$ cat src/rtl/key_pkg.sv
// Shared types and constants for the key action scheduler.
// Mode encoding, key slot indices and player ids used across the block.
package key_pkg;

    typedef enum logic [1:0] {
        TITLE = 2'd0,
        PLAY  = 2'd1,
        PAUSE = 2'd2,
        OVER  = 2'd3
    } mode_t;

    localparam int K_P1C    = 0;
    localparam int K_P2C    = 1;
    localparam int K_LEFT   = 2;
    localparam int K_RIGHT  = 3;
    localparam int K_ENTER  = 4;
    localparam int K_SPACE  = 5;
    localparam int K_UP1    = 6;
    localparam int K_UP2    = 7;
    localparam int NUM_KEYS = 8;

    localparam logic PLAYER1 = 1'b0;
    localparam logic PLAYER2 = 1'b1;

    // One-hot pending mask for a player id.
    function automatic logic [1:0] player_mask(input logic id);
        return id ? 2'b10 : 2'b01;
    endfunction

endpackage

$ cat src/rtl/key_debouncer.sv
// Single-key 2-flop synchroniser, frame-tick debounce counter and press pulse.
// press_o is high for the one Clk cycle following a 0->1 flip of level_o.
module key_debouncer #(
    parameter int DEBOUNCE_FRAMES = 2,
    parameter int CNT_W           = 5
) (
    input  logic clk_i,
    input  logic rst_ni,
    input  logic frame_tick_i,
    input  logic raw_i,
    output logic level_o,
    output logic press_o
);

    logic             sync1_q, sync2_q;
    logic             state_q, state_d;
    logic             press_q, press_d;
    logic [CNT_W-1:0] cnt_q, cnt_d;

    // Debounce: count consecutive frame ticks on which the synced flag disagrees.
    always_comb begin
        state_d = state_q;
        cnt_d   = cnt_q;
        press_d = 1'b0;
        if (frame_tick_i) begin
            if (sync2_q != state_q) begin
                if (cnt_q == CNT_W'(DEBOUNCE_FRAMES - 1)) begin
                    state_d = ~state_q;
                    cnt_d   = '0;
                    press_d = ~state_q;
                end else begin
                    cnt_d = cnt_q + CNT_W'(1);
                end
            end else begin
                cnt_d = '0;
            end
        end else begin
            cnt_d = cnt_q;
        end
    end

    // Synchroniser, debounce state and pulse registers.
    always_ff @(posedge clk_i or negedge rst_ni) begin
        if (!rst_ni) begin
            sync1_q <= 1'b0;
            sync2_q <= 1'b0;
            state_q <= 1'b0;
            cnt_q   <= '0;
            press_q <= 1'b0;
        end else begin
            sync1_q <= raw_i;
            sync2_q <= sync1_q;
            state_q <= state_d;
            cnt_q   <= cnt_d;
            press_q <= press_d;
        end
    end

    assign level_o = state_q;
    assign press_o = press_q;

endmodule

$ cat src/rtl/key_action_scheduler.sv
// Debounces game keys, runs the game-mode FSM and arbitrates catch launches.
// Optional left/right auto-repeat is built when KEY_AUTO_REPEAT_EN is defined.
module key_action_scheduler
    import key_pkg::*;
#(
    parameter int DEBOUNCE_FRAMES = 2,
    parameter int REPEAT_DELAY    = 20,
    parameter int REPEAT_FRAMES   = 6,
    parameter int CNT_W           = 5
) (
    input  logic       Clk,
    input  logic       Reset_n,
    input  logic       frame_tick,
    input  logic       p1_catch,
    input  logic       p2_catch,
    input  logic       left,
    input  logic       right,
    input  logic       enter,
    input  logic       space,
    input  logic       up1,
    input  logic       up2,
    input  logic       time_up,
    input  logic [1:0] hook_busy,
    input  logic       launch_ready,
    output logic [1:0] mode,
    output logic       left_pulse,
    output logic       right_pulse,
    output logic       up1_pulse,
    output logic       up2_pulse,
    output logic       launch_valid,
    output logic       launch_id,
    output logic [1:0] pending
);

    logic [NUM_KEYS-1:0] raw_s, level_s, press_s;
    logic [1:0]          catch_press_s, rep_fire_s;
    logic                in_play_s, transfer_s;

    mode_t      mode_q, mode_d;
    logic [1:0] pending_q, pending_d;
    logic       valid_q, valid_d, id_q, id_d, rr_q, rr_d;
    logic       left_q, left_d, right_q, right_d, up1_q, up1_d, up2_q, up2_d;

    assign raw_s = {up2, up1, space, enter, right, left, p2_catch, p1_catch};

    for (genvar k = 0; k < NUM_KEYS; k++) begin : g_key
        key_debouncer #(
            .DEBOUNCE_FRAMES(DEBOUNCE_FRAMES),
            .CNT_W          (CNT_W)
        ) u_deb (
            .clk_i       (Clk),
            .rst_ni      (Reset_n),
            .frame_tick_i(frame_tick),
            .raw_i       (raw_s[k]),
            .level_o     (level_s[k]),
            .press_o     (press_s[k])
        );
    end

    assign in_play_s     = (mode_q == PLAY);
    assign catch_press_s = {press_s[K_P2C], press_s[K_P1C]};

`ifdef KEY_AUTO_REPEAT_EN
    logic [1:0][CNT_W-1:0] rep_cnt_q, rep_cnt_d;
    logic [1:0]            rep_armed_q, rep_armed_d, dir_level_s;

    assign dir_level_s = {level_s[K_RIGHT], level_s[K_LEFT]};

    // Auto-repeat timers for left (0) and right (1); first period is the longer delay.
    always_comb begin
        rep_cnt_d   = rep_cnt_q;
        rep_armed_d = rep_armed_q;
        rep_fire_s  = 2'b00;
        for (int i = 0; i < 2; i++) begin
            if (in_play_s && dir_level_s[i]) begin
                if (frame_tick) begin
                    if ((!rep_armed_q[i] && rep_cnt_q[i] == CNT_W'(REPEAT_DELAY - 1)) ||
                        ( rep_armed_q[i] && rep_cnt_q[i] == CNT_W'(REPEAT_FRAMES - 1))) begin
                        rep_fire_s[i]  = 1'b1;
                        rep_cnt_d[i]   = '0;
                        rep_armed_d[i] = 1'b1;
                    end else begin
                        rep_cnt_d[i] = rep_cnt_q[i] + CNT_W'(1);
                    end
                end else begin
                    rep_cnt_d[i] = rep_cnt_q[i];
                end
            end else begin
                rep_cnt_d[i]   = '0;
                rep_armed_d[i] = 1'b0;
            end
        end
    end

    // Auto-repeat state registers.
    always_ff @(posedge Clk or negedge Reset_n) begin
        if (!Reset_n) begin
            rep_cnt_q   <= '0;
            rep_armed_q <= 2'b00;
        end else begin
            rep_cnt_q   <= rep_cnt_d;
            rep_armed_q <= rep_armed_d;
        end
    end
`else
    localparam int unused_repeat_cfg = REPEAT_DELAY + REPEAT_FRAMES;
    logic unused_level_s;
    assign unused_level_s = ^level_s;
    assign rep_fire_s     = 2'b00;
`endif

    // Game-mode FSM; time_up outranks a simultaneous space press.
    always_comb begin
        mode_d = mode_q;
        case (mode_q)
            TITLE: begin
                if (press_s[K_ENTER]) mode_d = PLAY;
                else                  mode_d = TITLE;
            end
            PLAY: begin
                if (time_up)               mode_d = OVER;
                else if (press_s[K_SPACE]) mode_d = PAUSE;
                else                       mode_d = PLAY;
            end
            PAUSE: begin
                if (press_s[K_SPACE]) mode_d = PLAY;
                else                  mode_d = PAUSE;
            end
            OVER: begin
                if (press_s[K_ENTER]) mode_d = TITLE;
                else                  mode_d = OVER;
            end
            default: mode_d = TITLE;
        endcase
    end

    // Catch arbitration: a presented request is held until it transfers, even outside PLAY.
    always_comb begin
        transfer_s = valid_q & launch_ready;
        pending_d  = pending_q;
        valid_d    = valid_q;
        id_d       = id_q;
        rr_d       = rr_q;
        if (transfer_s) begin
            pending_d = pending_q & ~player_mask(id_q);
            valid_d   = 1'b0;
            rr_d      = ~id_q;
        end else if (!valid_q && in_play_s && (pending_q != 2'b00)) begin
            valid_d = 1'b1;
            id_d    = (&pending_q) ? rr_q : pending_q[1];
        end else begin
            valid_d = valid_q;
        end
        if (in_play_s) begin
            for (int i = 0; i < 2; i++) begin
                if (catch_press_s[i] && !hook_busy[i] && !pending_q[i]) begin
                    pending_d[i] = 1'b1;
                end else begin
                    pending_d[i] = pending_d[i];
                end
            end
        end else begin
            pending_d = pending_d & (valid_q ? player_mask(id_q) : 2'b00);
        end
    end

    // Direction and up pulses exist only in PLAY.
    always_comb begin
        left_d  = in_play_s & (press_s[K_LEFT]  | rep_fire_s[0]);
        right_d = in_play_s & (press_s[K_RIGHT] | rep_fire_s[1]);
        up1_d   = in_play_s & press_s[K_UP1];
        up2_d   = in_play_s & press_s[K_UP2];
    end

    // Output and control state registers.
    always_ff @(posedge Clk or negedge Reset_n) begin
        if (!Reset_n) begin
            mode_q    <= TITLE;
            pending_q <= 2'b00;
            valid_q   <= 1'b0;
            id_q      <= PLAYER1;
            rr_q      <= PLAYER1;
            left_q    <= 1'b0;
            right_q   <= 1'b0;
            up1_q     <= 1'b0;
            up2_q     <= 1'b0;
        end else begin
            mode_q    <= mode_d;
            pending_q <= pending_d;
            valid_q   <= valid_d;
            id_q      <= id_d;
            rr_q      <= rr_d;
            left_q    <= left_d;
            right_q   <= right_d;
            up1_q     <= up1_d;
            up2_q     <= up2_d;
        end
    end

    assign mode         = mode_q;
    assign pending      = pending_q;
    assign launch_valid = valid_q;
    assign launch_id    = id_q;
    assign left_pulse   = left_q;
    assign right_pulse  = right_q;
    assign up1_pulse    = up1_q;
    assign up2_pulse    = up2_q;

endmodule
$ cat config.mk
export PLATFORM = sky130hd
export DESIGN_NAME = key_action_scheduler
export DESIGN_NICKNAME = d
export VERILOG_FILES = /design/src/rtl/key_pkg.sv /design/src/rtl/key_debouncer.sv /design/src/rtl/key_action_scheduler.sv
export SDC_FILE = /design/constraint.sdc
export NUM_CORES = 1
export LEC_CHECK = 0
export ABC_AREA = 1
export BUFFER_PORTS_ARGS = -buffer_cell sky130_fd_sc_hd__buf_4
export CAP_MARGIN = 5
export CORE_UTILIZATION = 65
export DETAILED_ROUTE_END_ITERATION = 7
export GPL_ROUTABILITY_DRIVEN = 0
export HOLD_SLACK_MARGIN = 0.06
export PLACE_DENSITY_LB_ADDON = 0.15
export SKIP_LAST_GASP = 1
export SLEW_MARGIN = 20
export SYNTH_ARGS = -nofsm -noshare
export SYNTH_HDL_FRONTEND = slang
export SYNTH_SLANG_ARGS = --single-unit
$ cat constraint.sdc
create_clock -name Clk -period 2.7 [get_ports Clk]
set_input_delay 0.405 -clock Clk [delete_from_list [all_inputs] [get_ports Clk]]
set_output_delay 0.405 -clock Clk [all_outputs]
set_load 0.1 [all_outputs]
* Yosys cells after proc, flatten, opt, wreduce, memory -nomap -nowiden
Index checks and enable logic that the tools add are counted.
** Word-level totals
- Bits in registers :: 83
- Input port bits :: 15
- Output and inout bits :: 10
- Word-level logic and storage cells :: 173
** Cells by class
- Add/sub/neg operators :: 8
- Equal/unequal tests :: 19
- Mux-type cells :: 55
- Bitwise operators :: 18
- Reduce and logical (&&, ||, !) cells :: 24
** Operator list (number)
- $mux W5 :: 16
- $add A5 B1 Y5 const B :: 8
- $eq A5 B1 Y1 const B :: 8
- $mux W1 :: 30
- $reduce_and A3 Y1 :: 8
- $mux W2 :: 8
- $not A1 Y1 :: 10
- $ne A1 B1 Y1 :: 8
- $pmux W2 S4 :: 1
- $logic_and A1 B1 Y1 :: 6
- $and A1 B1 Y1 :: 5
- $logic_not A1 Y1 :: 5
- $and A2 B2 Y2 :: 2
- $eq A2 B2 Y1 const B :: 2
- $reduce_and A2 Y1 :: 2
- $reduce_bool A2 Y1 :: 2
- $eq A2 B1 Y1 const B :: 1
- $logic_not A2 Y1 :: 1
- $not A2 Y2 :: 1

* Longest topological paths before layout
Gate-level depths: netlist of the first run.
- Depth after elaboration :: 6
- Gate-level depth with buffers :: 7
- Depth with buffers taken out :: 7

* Hierarchy
Synthesis of the first run repeated with hierarchy kept, for this count alone.
** Unflattened totals
- Cell total of the unflattened synthesis :: 528
- Area, all modules :: 4461.8 µm²
** Modules (own cells, without submodules)
- key_debouncer :: instances 8, cells each 58, area each 493.0 µm², seq. area each 225.2 µm²
- key_action_scheduler :: instances 1, cells each 64, area each 518.0 µm², seq. area each 275.3 µm²

* Least setup slack after synthesis of the first run
No wires, ideal clock.
- Path type :: register to register
- Start :: register mode_q[0] (netlist: mode[0])
- End :: register id_q (netlist: launch_id)
- Setup time :: 129 ps
- Arrival time :: 1613 ps
- Data required time :: 2571 ps
- Setup slack :: 958 ps
- Stages on the path, launching flop included :: 6
- Buffers on the path :: 0
- Clock period less this slack :: 1742 ps
- Cell sequence :: dfrtp_1 nand2_1 inv_1 nand3_1 nand2_1 o21ai_0
** On the way
- Longest elaborated chain between the ends :: 4
** RTL lines
- from (decl) :: RTL line key_action_scheduler.sv:39 : mode_t mode_q, mode_d;
- from (signal assigned) :: RTL line key_action_scheduler.sv:188 : mode_q <= mode_d;
- $eq A2 B1 Y1 :: RTL line key_action_scheduler.sv:60 : assign in_play_s = (mode_q == PLAY);
- $logic_and A1 B1 Y1 (2 in a row) :: RTL line key_action_scheduler.sv:148 : end else if (!valid_q && in_play_s && (pending_q != 2'b00)) begin
- $reduce_and A2 Y1 (no line)
- to (signal assigned) :: RTL line key_action_scheduler.sv:191 : id_q <= id_d;
- to (decl) :: RTL line key_action_scheduler.sv:41 : logic valid_q, valid_d, id_q, id_d, rr_q, rr_d;
No other way between the ends.
A chain may end at the register's enable or synchronous reset.

* Worst setup path after layout of the first run
- Start :: register id_q (netlist: launch_id)
- End :: output launch_id
** RTL lines
- to (decl) :: RTL line key_action_scheduler.sv:31 : output logic launch_id,
No word-level cell between the ends.

==> metrics, run 1 <==
status complete, no violations; Tightest Hold Check Type in -> async; antenna violations before repair 0; Clock Power Share 23.4%; Max Cap Viol 0; vias in the first global route 2887; Crit-path slowest cell dfrtp_1; internal power 2270 uW; CP Cell Sequence buf_4; EDFF count, synth 0; Switch Pwr 1320 uW; most instantiated cells after synthesis 145 x nand2_1, 83 x dfrtp_1, 73 x nor2_1; tightest hold margin 0.0720 ns; CTS Sinks 83; pin count of the biggest net entering global routing 84; cts-stage hold buffer count 0; Fmax achieved 0.650 GHz; combinational power share 28.9%; Die X-Extent 80.0 microns; Routed WL per cell 11.5 microns; 1st-iter DRT viols 156; switching share of total power 36.8%; crit path kind reg -> out; final instance area 4370 sq um; Fin Setup TNS 0 ns; fin crit share 57.0%; Reg-to-Reg Start mode[1]$_DFF_PN0_; Antenna Cells 0; Ports 25; Worst EP arrival 1.13 ns; row count 28; clock transition at the registers of the reported paths 0.08 ns; top post-synthesis cells by area dfrtp_1 52%, nand2_1 14%, nor2_1 6.9%; CP Launch Point launch_id$_DFFE_PN0P_; Critical Path End Type primary output; mapped cell area 3960 sq um; r2r endpoint launch_id$_DFFE_PN0P_; post-layout power 3600 uW; Clock Latency Late Sink 0.35 ns; Pre-Repair DR Iteration Count 4; Remaining DRCs 0; Avg Inst Size Synth 8.01 sq um; core footprint 5890 sq um; Gate Count Post-Synth 494; final wirelength 6.89 mm; Pins Over Slew Limit 0; Primary FF master, synth dfrtp_1; Vias 3073; Worst R2R Path Depth 6; total power per unit cell area 823 nW/um^2; Layout area overhead 10.5%; DP Area 4190 sq um; Die Ht 80.0 microns; count leader, synth nand2_1; RSZ-0062 raised after global routing false; # setup viols final 0; Initial Util 67.2%; Worst slew margin 52.1%; Setup crit start kind register; Tmin final 1.54 ns; CTS root buffer clkbuf_8; total grt overflow 0; Crit path max-delay family flip-flops; CTS H-tree depth 3; Max stage delay on crit path 0.46 ns; Fin. Hold Viols 0; post-route ant nets 0; die area 6400 sq um; Post-CTS Setup Repair Bufs 0; Leak Pwr 0.00216 uW; sequential fraction of the synthesis area 52.5%; first-pass GRT wire length 11.8 mm; GRT Total Usage 24.4%; Reg power frac 47.7%; Peak VDD IR 0.534 mV; clock skew 0.00806 ns; Synth warnings 0; pin slew with the least headroom to its limit 0.719 ns; proportion of layout cells with a drive suffix above 1 7.44%; hpwl dp 4.76 mm; CP Max Fanout 7; Netlist cell types 21; WP buf/inv 1; CTS tree built; asr flop ratio synth 100%; register-to-register setup slack 1.29 ns; post-CTS sizing 0; nets 552; number of synthesized register bits 83; total CTS buffers 9; vias per cell 5.13; CTS max path bufs 2; Yosys top cell area share 52.5%; required time of the critical path 2.30 ns; number of I/O port buffers 24; post-synth net total 525; Synth area leader dfrtp_1
## layer usage
layer	vias up	track usage (%)	wire [microns]
met5	-	0	0
met4	0	10.2	108
met3	12	5.14	283
met2	59	41.6	3330
met1	1426	30.1	3160
li1	1576	-	-
## state kept, by name (all words and copies together), names as in the netlist, 2 cells and up
| name | count |
|---|---|
| pending | 2 |
| g_key.u_deb.press_o | 8 |
| g_key.u_deb.level_o | 8 |
| mode | 2 |
| g_key.u_deb.sync2_q | 8 |
| g_key.u_deb.cnt_q | 40 |
| g_key.u_deb.sync1_q | 8 |
## metrics by stage
step           worst slack (ns)  utilization, %  instances
4_1_cts                    1.16            74.2        599
3_3_place_gp               1.09            71.1        585
6_report                   1.16            74.3        599
3_5_place_dp               1.01            71.1        585
2_1_floorplan             0.958               -        494
5_1_grt                    1.11            74.3        599
## cells in the final DEF (no fill, tap or decap), drive strengths merged, types with 8 or more instances in the layout
master  netlist  final
o21ai        37     37
inv          71     71
nand3        24     24
nand4        10     10
a21oi         8      8
dfrtp        83     83
clkbuf        1     12
nor2         73     73
buf           7     24
ha           16     16
nand2       146    146
## final cells by class
| cell class | instances | area, sq um |
|---|---|---|
| Sequential cell | 83 | 2080 |
| Tap cell | 75 | 93.8 |
| Timing Repair Buffer | 24 | 184 |
| Clock inverter | 2 | 37.5 |
| Multi-Input combinational cell | 332 | 1570 |
| Clock buffer | 12 | 145 |
| Inverter | 71 | 267 |
| Fill cell | 424 | 1510 |
## power by group through the flow
stage               Clock, uW  Combinational (uW)  Sequential [uW]
floorplan                   0                 684             1800
CTS                       857                1040             1720
detailed placement          0                1040             1740
global route              912                1210             1760
global placement            0                 977             1720
finish                    842                1040             1720
## worst max-delay path by stage
stage / to / slack, ns / cells after the start
2_1_floorplan: launch_id$_DFFE_PN0P_ / 0.96 / 5
3_3_place_gp: g_key[6].u_deb.cnt_q[2]$_DFFE_PN0P_ / 1.09 / 4
3_5_place_dp: g_key[1].u_deb.cnt_q[2]$_DFFE_PN0P_ / 1.01 / 4
4_1_cts: launch_id / 1.16 / 1
5_1_grt: launch_id / 1.11 / 1
6_report: launch_id / 1.16 / 1
## kinds of logic (layout without fill, tap and decap cells)
| logic type | Yosys count | count (layout) | synth area share, % |
|---|---|---|---|
| adders and majority gates | 16 | 16 | 5.06 |
| and+or+nand+nor | 262 | 262 | 27.0 |
| AOI/OAI and AO/OA | 47 | 47 | 6.04 |
| DFF | 83 | 83 | 52.5 |
| buffers and inverters | 79 | 109 | 7.84 |
| xor gates and xnor gates | 7 | 7 | 1.55 |
Power figures use the tool's default switching activity.
==> run 2: changes to the inputs <==
--- a/config.mk
+++ b/config.mk
@@ -8,7 +8,7 @@
 export ABC_AREA = 1
 export BUFFER_PORTS_ARGS = -buffer_cell sky130_fd_sc_hd__buf_4
 export CAP_MARGIN = 5
-export CORE_UTILIZATION = 65
+export CORE_UTILIZATION = 60
 export DETAILED_ROUTE_END_ITERATION = 7
 export GPL_ROUTABILITY_DRIVEN = 0
 export HOLD_SLACK_MARGIN = 0.06
==> constraint.sdc (replaced) <==
create_clock -name Clk -period 1.5 [get_ports Clk]
set_input_delay 0.225 -clock Clk [delete_from_list [all_inputs] [get_ports Clk]]
set_output_delay 0.225 -clock Clk [all_outputs]
set_load 0.1 [all_outputs]
==> run 2 against run 1 <==
  * Critical path depth unchanged
  * Critical endpoint unchanged
  * Critical path type unchanged
  * Via count shrank 1.0%
  * Cell area grew 4.1%
==> metrics, run 2 (synthesized netlist as in run 1, its figures left out) <==
status complete, no violations; CTS Sinks 83 (unchanged); Post-CTS Setup Repair Bufs 0 (unchanged); total grt overflow 0 (unchanged); total CTS buffers 9 (unchanged); Reg-to-Reg Start g_key[2].u_deb.cnt_q[1]$_DFFE_PN0P_; proportion of layout cells with a drive suffix above 1 9.07% (+1.6 points); Hold Path End mode[0]$_DFF_PN0_; commonest non-fill, non-tap cell in the layout nand2_1; dpl cells 591 (+1.0%); post-layout power 6480 uW (+80%); CTS tree built; Routed WL per cell 11.1 microns (-3.7%); required time of the critical path 1.27 ns (-1.03 ns); Max Cap Viol 0 (unchanged); post-route ant nets 0 (unchanged); Remaining DRCs 0 (unchanged); pin slew with the least headroom to its limit 0.605 ns (-0.114 ns); commonest cells after routing, fill and taps aside 145 x nand2_1, 80 x dfrtp_1, 73 x nor2_1; met3 Usage GRT 6.56% (+1.4 points); crit path kind reg -> out; max reg flops 40 (unchanged); Fin. Hold Viols 0 (unchanged); GRT Total Usage 22.1% (-2.3 points); Most flops, register g_key.u_deb.cnt_q; final wirelength 6.83 mm (-0.80%); CTS max path bufs 2 (unchanged); number of I/O port buffers 24 (unchanged); CP Cell Sequence buf_4; Leak Pwr 0.00223 uW (+3.3%); Antenna Cells 0 (unchanged); hold depth 3; Clock Latency Late Sink 0.35 ns (about the same); Die X-Extent 83.2 microns (+4.0%); Fmax achieved 0.727 GHz; Setup crit start kind register; total power per unit cell area 1420 nW/um^2 (+73%); first-pass GRT wire length 12.1 mm (+2.0%); routing usage on met2 38.6% (-3.0 points); Crit-path slowest cell dfrtp_1; Initial Util 62.3% (-4.9 points); core footprint 6350 sq um (+7.9%); RSZ-0062 raised after global routing false; tightest hold margin 0.161 ns (+0.0893 ns); CTS root buffer clkbuf_8; r2r endpoint g_key[2].u_deb.cnt_q[2]$_DFFE_PN0P_; Die Ht 83.2 microns (+4.0%); fin crit share 91.6%; 1st-iter DRT viols 104 (-33%); register-to-register setup slack 0.16 ns (-1.13 ns); Worst R2R Path Depth 7 (+1); Crit path max-delay family flip-flops; die area 6920 sq um (+8.1%); non-filler instance count after layout 617 (+3.0%); Critical Path End Type primary output; row count 29 (+3.6%); Pre-Repair DR Iteration Count 5 (+1); CTS H-tree depth 3 (unchanged); antenna violations before repair 0 (unchanged); nets 566 (+2.5%); vias in the first global route 2973 (+3.0%); Tmin final 1.37 ns; met1 GRT Util 25.4% (-4.7 points); Ports 25 (unchanged); min-delay src time_up; most used routing layer in global routing met2; WP buf/inv 1 (unchanged); # setup viols final 0 (unchanged); Worst slew margin 59.6% (+7.6 points); vias per cell 4.93 (-3.9%); Vias 3042 (-1.0%); CP Max Fanout 7 (unchanged); Pins Over Slew Limit 0 (unchanged); Peak VDD IR 1.30 mV (+140%); Tightest Hold Check Type in -> reg; pin count of the biggest net entering global routing 40 (-52%); clock transition at the registers of the reported paths 0.08 ns (about the same); Max stage delay on crit path 0.46 ns (about the same); Worst EP arrival 1.15 ns (+0.02 ns); clock skew 0.00890 ns (+0.000845 ns); Layout area overhead 15.0%; hpwl dp 4.76 mm (-0.13%)
[run 2: cell types whose count changed in the layout (fill, tap and decap cells not counted), sizes merged]
cell         delta
clkbuf          +1
dlygate4sd3    +10
clkinvlp        -1
clkinv          +2
buf             +4
[run 2: how the worst max path moves through the flow]
stage | from | endpoint | cells past startpoint
after floorplan | pending[1]$_DFF_PN0_ | launch_id$_DFFE_PN0P_ | 5
after global placement | g_key[5].u_deb.cnt_q[1]$_DFFE_PN0P_ | g_key[5].u_deb.cnt_q[2]$_DFFE_PN0P_ | 7
after detailed placement | g_key[6].u_deb.cnt_q[1]$_DFFE_PN0P_ | g_key[6].u_deb.cnt_q[3]$_DFFE_PN0P_ | 7
after CTS | launch_id$_DFFE_PN0P_ | launch_id | 1
after global routing | g_key[2].u_deb.cnt_q[1]$_DFFE_PN0P_ | g_key[2].u_deb.cnt_q[3]$_DFFE_PN0P_ | 7
final | launch_id$_DFFE_PN0P_ | launch_id | 1
[run 2: final cells by class]
type,instances,area [sq um]
Tap cell,77,96.3
Clock inverter,3,40.0
Sequential cell,83,2080
Fill cell,499,1800
Clock buffer,13,139
Timing Repair Buffer,38,348
Inverter,71,267
Multi-Input combinational cell,332,1580
[run 2: timing repair]
action                                  in CTS  in global routing
hold buffers                                10                  0
gates resized for setup                      0                  3
endpoints found under the setup margin       0                  7
hold endpoints to repair                    33                  0
[run 2: layer usage]
metal,wire length [microns],part of all wire [%],up-vias
li1,-,-,1598
met5,0,0,-
met1,3150,46,1397
met3,214,3.1,10
met2,3370,49,37
met4,95,1.4,0
[run 2: report_power, final]
part	total [uW]	switching (uW)	internal [uW]
clock	1500	730	767
sequential	3100	432	2660
combinational	1890	1210	678
[run 2: through the flow]
step           utilization, %  area (sq um)  worst slack (ns)  setup TNS (ns)
4_1_cts                  71.5          4540             0.100               0
5_1_grt                  71.7          4550           0.00674               0
2_1_floorplan               -          3960          -0.00751        -0.00751
6_report                 71.7          4550             0.125               0
3_5_place_dp             67.1          4260             0.129               0
3_3_place_gp             67.1          4260             0.195               0
==> run 3: changes to the inputs <==
--- a/config.mk
+++ b/config.mk
@@ -5,7 +5,6 @@
 export SDC_FILE = /design/constraint.sdc
 export NUM_CORES = 1
 export LEC_CHECK = 0
-export ABC_AREA = 1
 export BUFFER_PORTS_ARGS = -buffer_cell sky130_fd_sc_hd__buf_4
 export CAP_MARGIN = 5
 export CORE_UTILIZATION = 60
==> run 3 against run 2 <==
  * Clock-buffer cell count down 3
  * Total power up 18%
  * Via count down 11%
  * Hold slack worse by 0.073 ns
  * Synthesized cell count down 32%
  * Combinational power up 50%
  * Fmax down 7.9%
  * Critical path depth up 4
==> metrics, run 3 <==
core footprint 6030 sq um (-5.1%); CTS max path bufs 2 (unchanged); total CTS buffers 9 (unchanged); xor/xnor share of the synthesized area 2.30% (+0.75 points); commonest cells after routing, fill and taps aside 80 x dfrtp_1, 49 x buf_4, 26 x nand3_1; GRT Total Usage 23.0% (+0.92 points); met3 Usage GRT 7.11% (+0.55 points); multiplexer share of the synthesized area 6.82% (+6.8 points); compound-gate portion of the synthesized area 10.9% (+4.9 points); total grt overflow 0 (unchanged); row count 28 (-3.4%); sequential fraction of the synthesis area 54.4% (+1.9 points); Synth warnings 0 (unchanged); Leak Pwr 0.00209 uW (-6.2%); Primary FF master, synth dfrtp_1; Antenna Cells 0 (unchanged); worst slack, placed -0.000373 ns (-0.129 ns); Remaining DRCs 0 (unchanged); Fin. Hold Viols 0 (unchanged); vias per cell 5.66 (+15%); number of synthesized register bits 83 (unchanged); Most flops, register g_key.u_deb.cnt_q; post-route ant nets 0 (unchanged); first-pass GRT wire length 11.4 mm (-5.5%); most instantiated cells after synthesis 83 x dfrtp_1, 32 x nand3_1, 23 x inv_1; Peak VDD IR 1.04 mV (-20%); max reg flops 40 (unchanged); Layout area overhead 22.8%; Setup WS post-layout 0.00744 ns (-0.118 ns); Fmax achieved 0.670 GHz (-7.9%); hpwl dp 4.53 mm (-4.7%); pin count of the biggest net entering global routing 84 (+110%); final wirelength 7.04 mm (+3.0%); vias in the first global route 2582 (-13%); mapped cell area 3810 sq um (-3.6%); Ports 25 (unchanged); RSZ-0062 raised after global routing true; EDFF count, synth 0 (unchanged); total power per unit cell area 1640 nW/um^2 (+15%); Max Cap Viol 0 (unchanged); asr flop ratio synth 100% (unchanged); Die Ht 81.7 microns (-1.8%); post-layout power 7660 uW (+18%); CTS Sinks 83 (unchanged); antenna violations before repair 0 (unchanged); CP Max Fanout 3 (-4); Netlist cell types 34 (+62%); CTS tree built; commonest non-fill, non-tap cell in the layout dfrtp_1; die area 6680 sq um (-3.5%); number of I/O port buffers 24 (unchanged); dpl cells 447 (-24%); Clock Latency Late Sink 0.35 ns (about the same); clock skew 0.00448 ns (-0.00442 ns); status complete, no violations; CTS root buffer clkbuf_8; # setup viols final 0 (unchanged); Routed WL per cell 14.7 microns (+33%); CTS H-tree depth 3 (unchanged); nets 430 (-24%); Avg Inst Size Synth 11.4 sq um (+42%); Gate Count Post-Synth 335 (-32%); Setup crit start kind register; hold depth 2 (-1); Critical Path End Type register; count leader, synth dfrtp_1; pin slew with the least headroom to its limit 0.529 ns (-0.0764 ns); Pins Over Slew Limit 0 (unchanged); Die X-Extent 81.7 microns (-1.8%); adder-cell share of the synthesized area 5.25% (+0.19 points); crit path kind reg -> reg; tightest hold margin 0.0880 ns (-0.0733 ns); Initial Util 63.3% (+1.0 points); top post-synthesis cells by area dfrtp_1 54%, ha_1 5.2%, mux2i_1 4.5%; required time of the critical path 1.73 ns (+0.46 ns); non-filler instance count after layout 479 (-22%); Pre-Repair DR Iteration Count 4 (-1); Synth area leader dfrtp_1; met1 GRT Util 29.7% (+4.4 points); largest family of logic cells by synthesized area simple AND/OR/NAND/NOR gates; proportion of layout cells with a drive suffix above 1 24.5% (+15 points); Worst slew margin 64.6% (+5.0 points); routing usage on met2 35.4% (-3.2 points); Simple-Gate Fraction of Synth Area 16.9% (-10 points); Fin Setup TNS 0 ns (unchanged); Tmin final 1.49 ns (+0.118 ns); Vias 2712 (-11%); post-synth net total 366 (-30%); most used routing layer in global routing met2; Worst EP arrival 1.73 ns (+0.58 ns); fin crit share 99.5% (+7.9 points); clock transition at the registers of the reported paths 0.08 ns (about the same); Yosys top cell area share 54.4% (+1.9 points); Worst R2R Path Depth 5 (-2); Tightest Hold Check Type in -> reg; 1st-iter DRT viols 126 (+21%)
## run 3: layout make-up
| cell class | count | area, sq um |
|---|---|---|
| tap | 75 | 93.8 |
| multi-input combinational | 221 | 1730 |
| clock inverter | 6 | 66.3 |
| timing repair buffer | 61 | 498 |
| sequential | 83 | 2080 |
| inverter | 23 | 86.3 |
| clock buffer | 10 | 128 |
| fill | 406 | 1340 |
## run 3: final timing paths
check / start / to / slack [ns]
max in group asynchronous: Reset_n / g_key[6].u_deb.sync1_q$_DFF_PN0_ / 0.74
worst max-delay path: g_key[3].u_deb.cnt_q[1]$_DFFE_PN0P_ / g_key[3].u_deb.cnt_q[2]$_DFFE_PN0P_ / 0.007
worst min register to register: g_key[2].u_deb.sync1_q$_DFF_PN0_ / g_key[2].u_deb.sync2_q$_DFF_PN0_ / 0.35
worst min-delay path: launch_ready / launch_valid$_DFFE_PN0P_ / 0.09
worst max register to register: g_key[3].u_deb.cnt_q[1]$_DFFE_PN0P_ / g_key[3].u_deb.cnt_q[2]$_DFFE_PN0P_ / 0.007
min in group asynchronous: Reset_n / g_key[4].u_deb.cnt_q[4]$_DFFE_PN0P_ / 0.43
## run 3: repair_timing
item                                    in CTS  in global routing
pin swaps                                    0                  7
hold buffers                                11                  0
endpoints found under the setup margin       3                 25
setup buffers                                0                  5
resized for setup                            1                 23
endpoints found under the hold margin       93                  0
## run 3: logic make-up (layout without fill, tap and decap cells)
kind of cell | count (synthesis) | after routing
mux | 25 | 25
compound gates | 59 | 59
fa+ha+maj | 16 | 16
simple gates | 111 | 111
flops | 83 | 83
buf+inv | 31 | 100
xor+xnor | 10 | 10
## run 3: metal layers
layer | routed length, microns | share of wire, % | vias up
li1 | - | - | 1328
met1 | 3220 | 46 | 1312
met2 | 3390 | 48 | 54
met3 | 259 | 3.7 | 18
met4 | 168 | 2.4 | 0
met5 | 0 | 0 | -
## run 3: where the power goes
part           internal, uW  total [uW]  leakage [uW]  switching, uW
logic                  1400        2830      0.000929           1420
clock network           769        1570     0.0000885            798
registers              2760        3270       0.00108            510
## run 3: worst max-delay path, cell delays in order (launching register included)
cell     delay [ns]
dfrtp_1        0.41
inv_2          0.10
ha_4           0.13
or4b_4         0.50
a31oi_4        0.14
o22ai_1        0.09
## run 3: metrics by stage
| stage | area (sq um) | utilization [%] |
|---|---|---|
| global placement | 4220 | 70.1 |
| global route | 4680 | 77.7 |
| finish | 4680 | 77.7 |
| detailed placement | 4220 | 70.1 |
| floorplan | 3820 | - |
| CTS | 4530 | 75.2 |
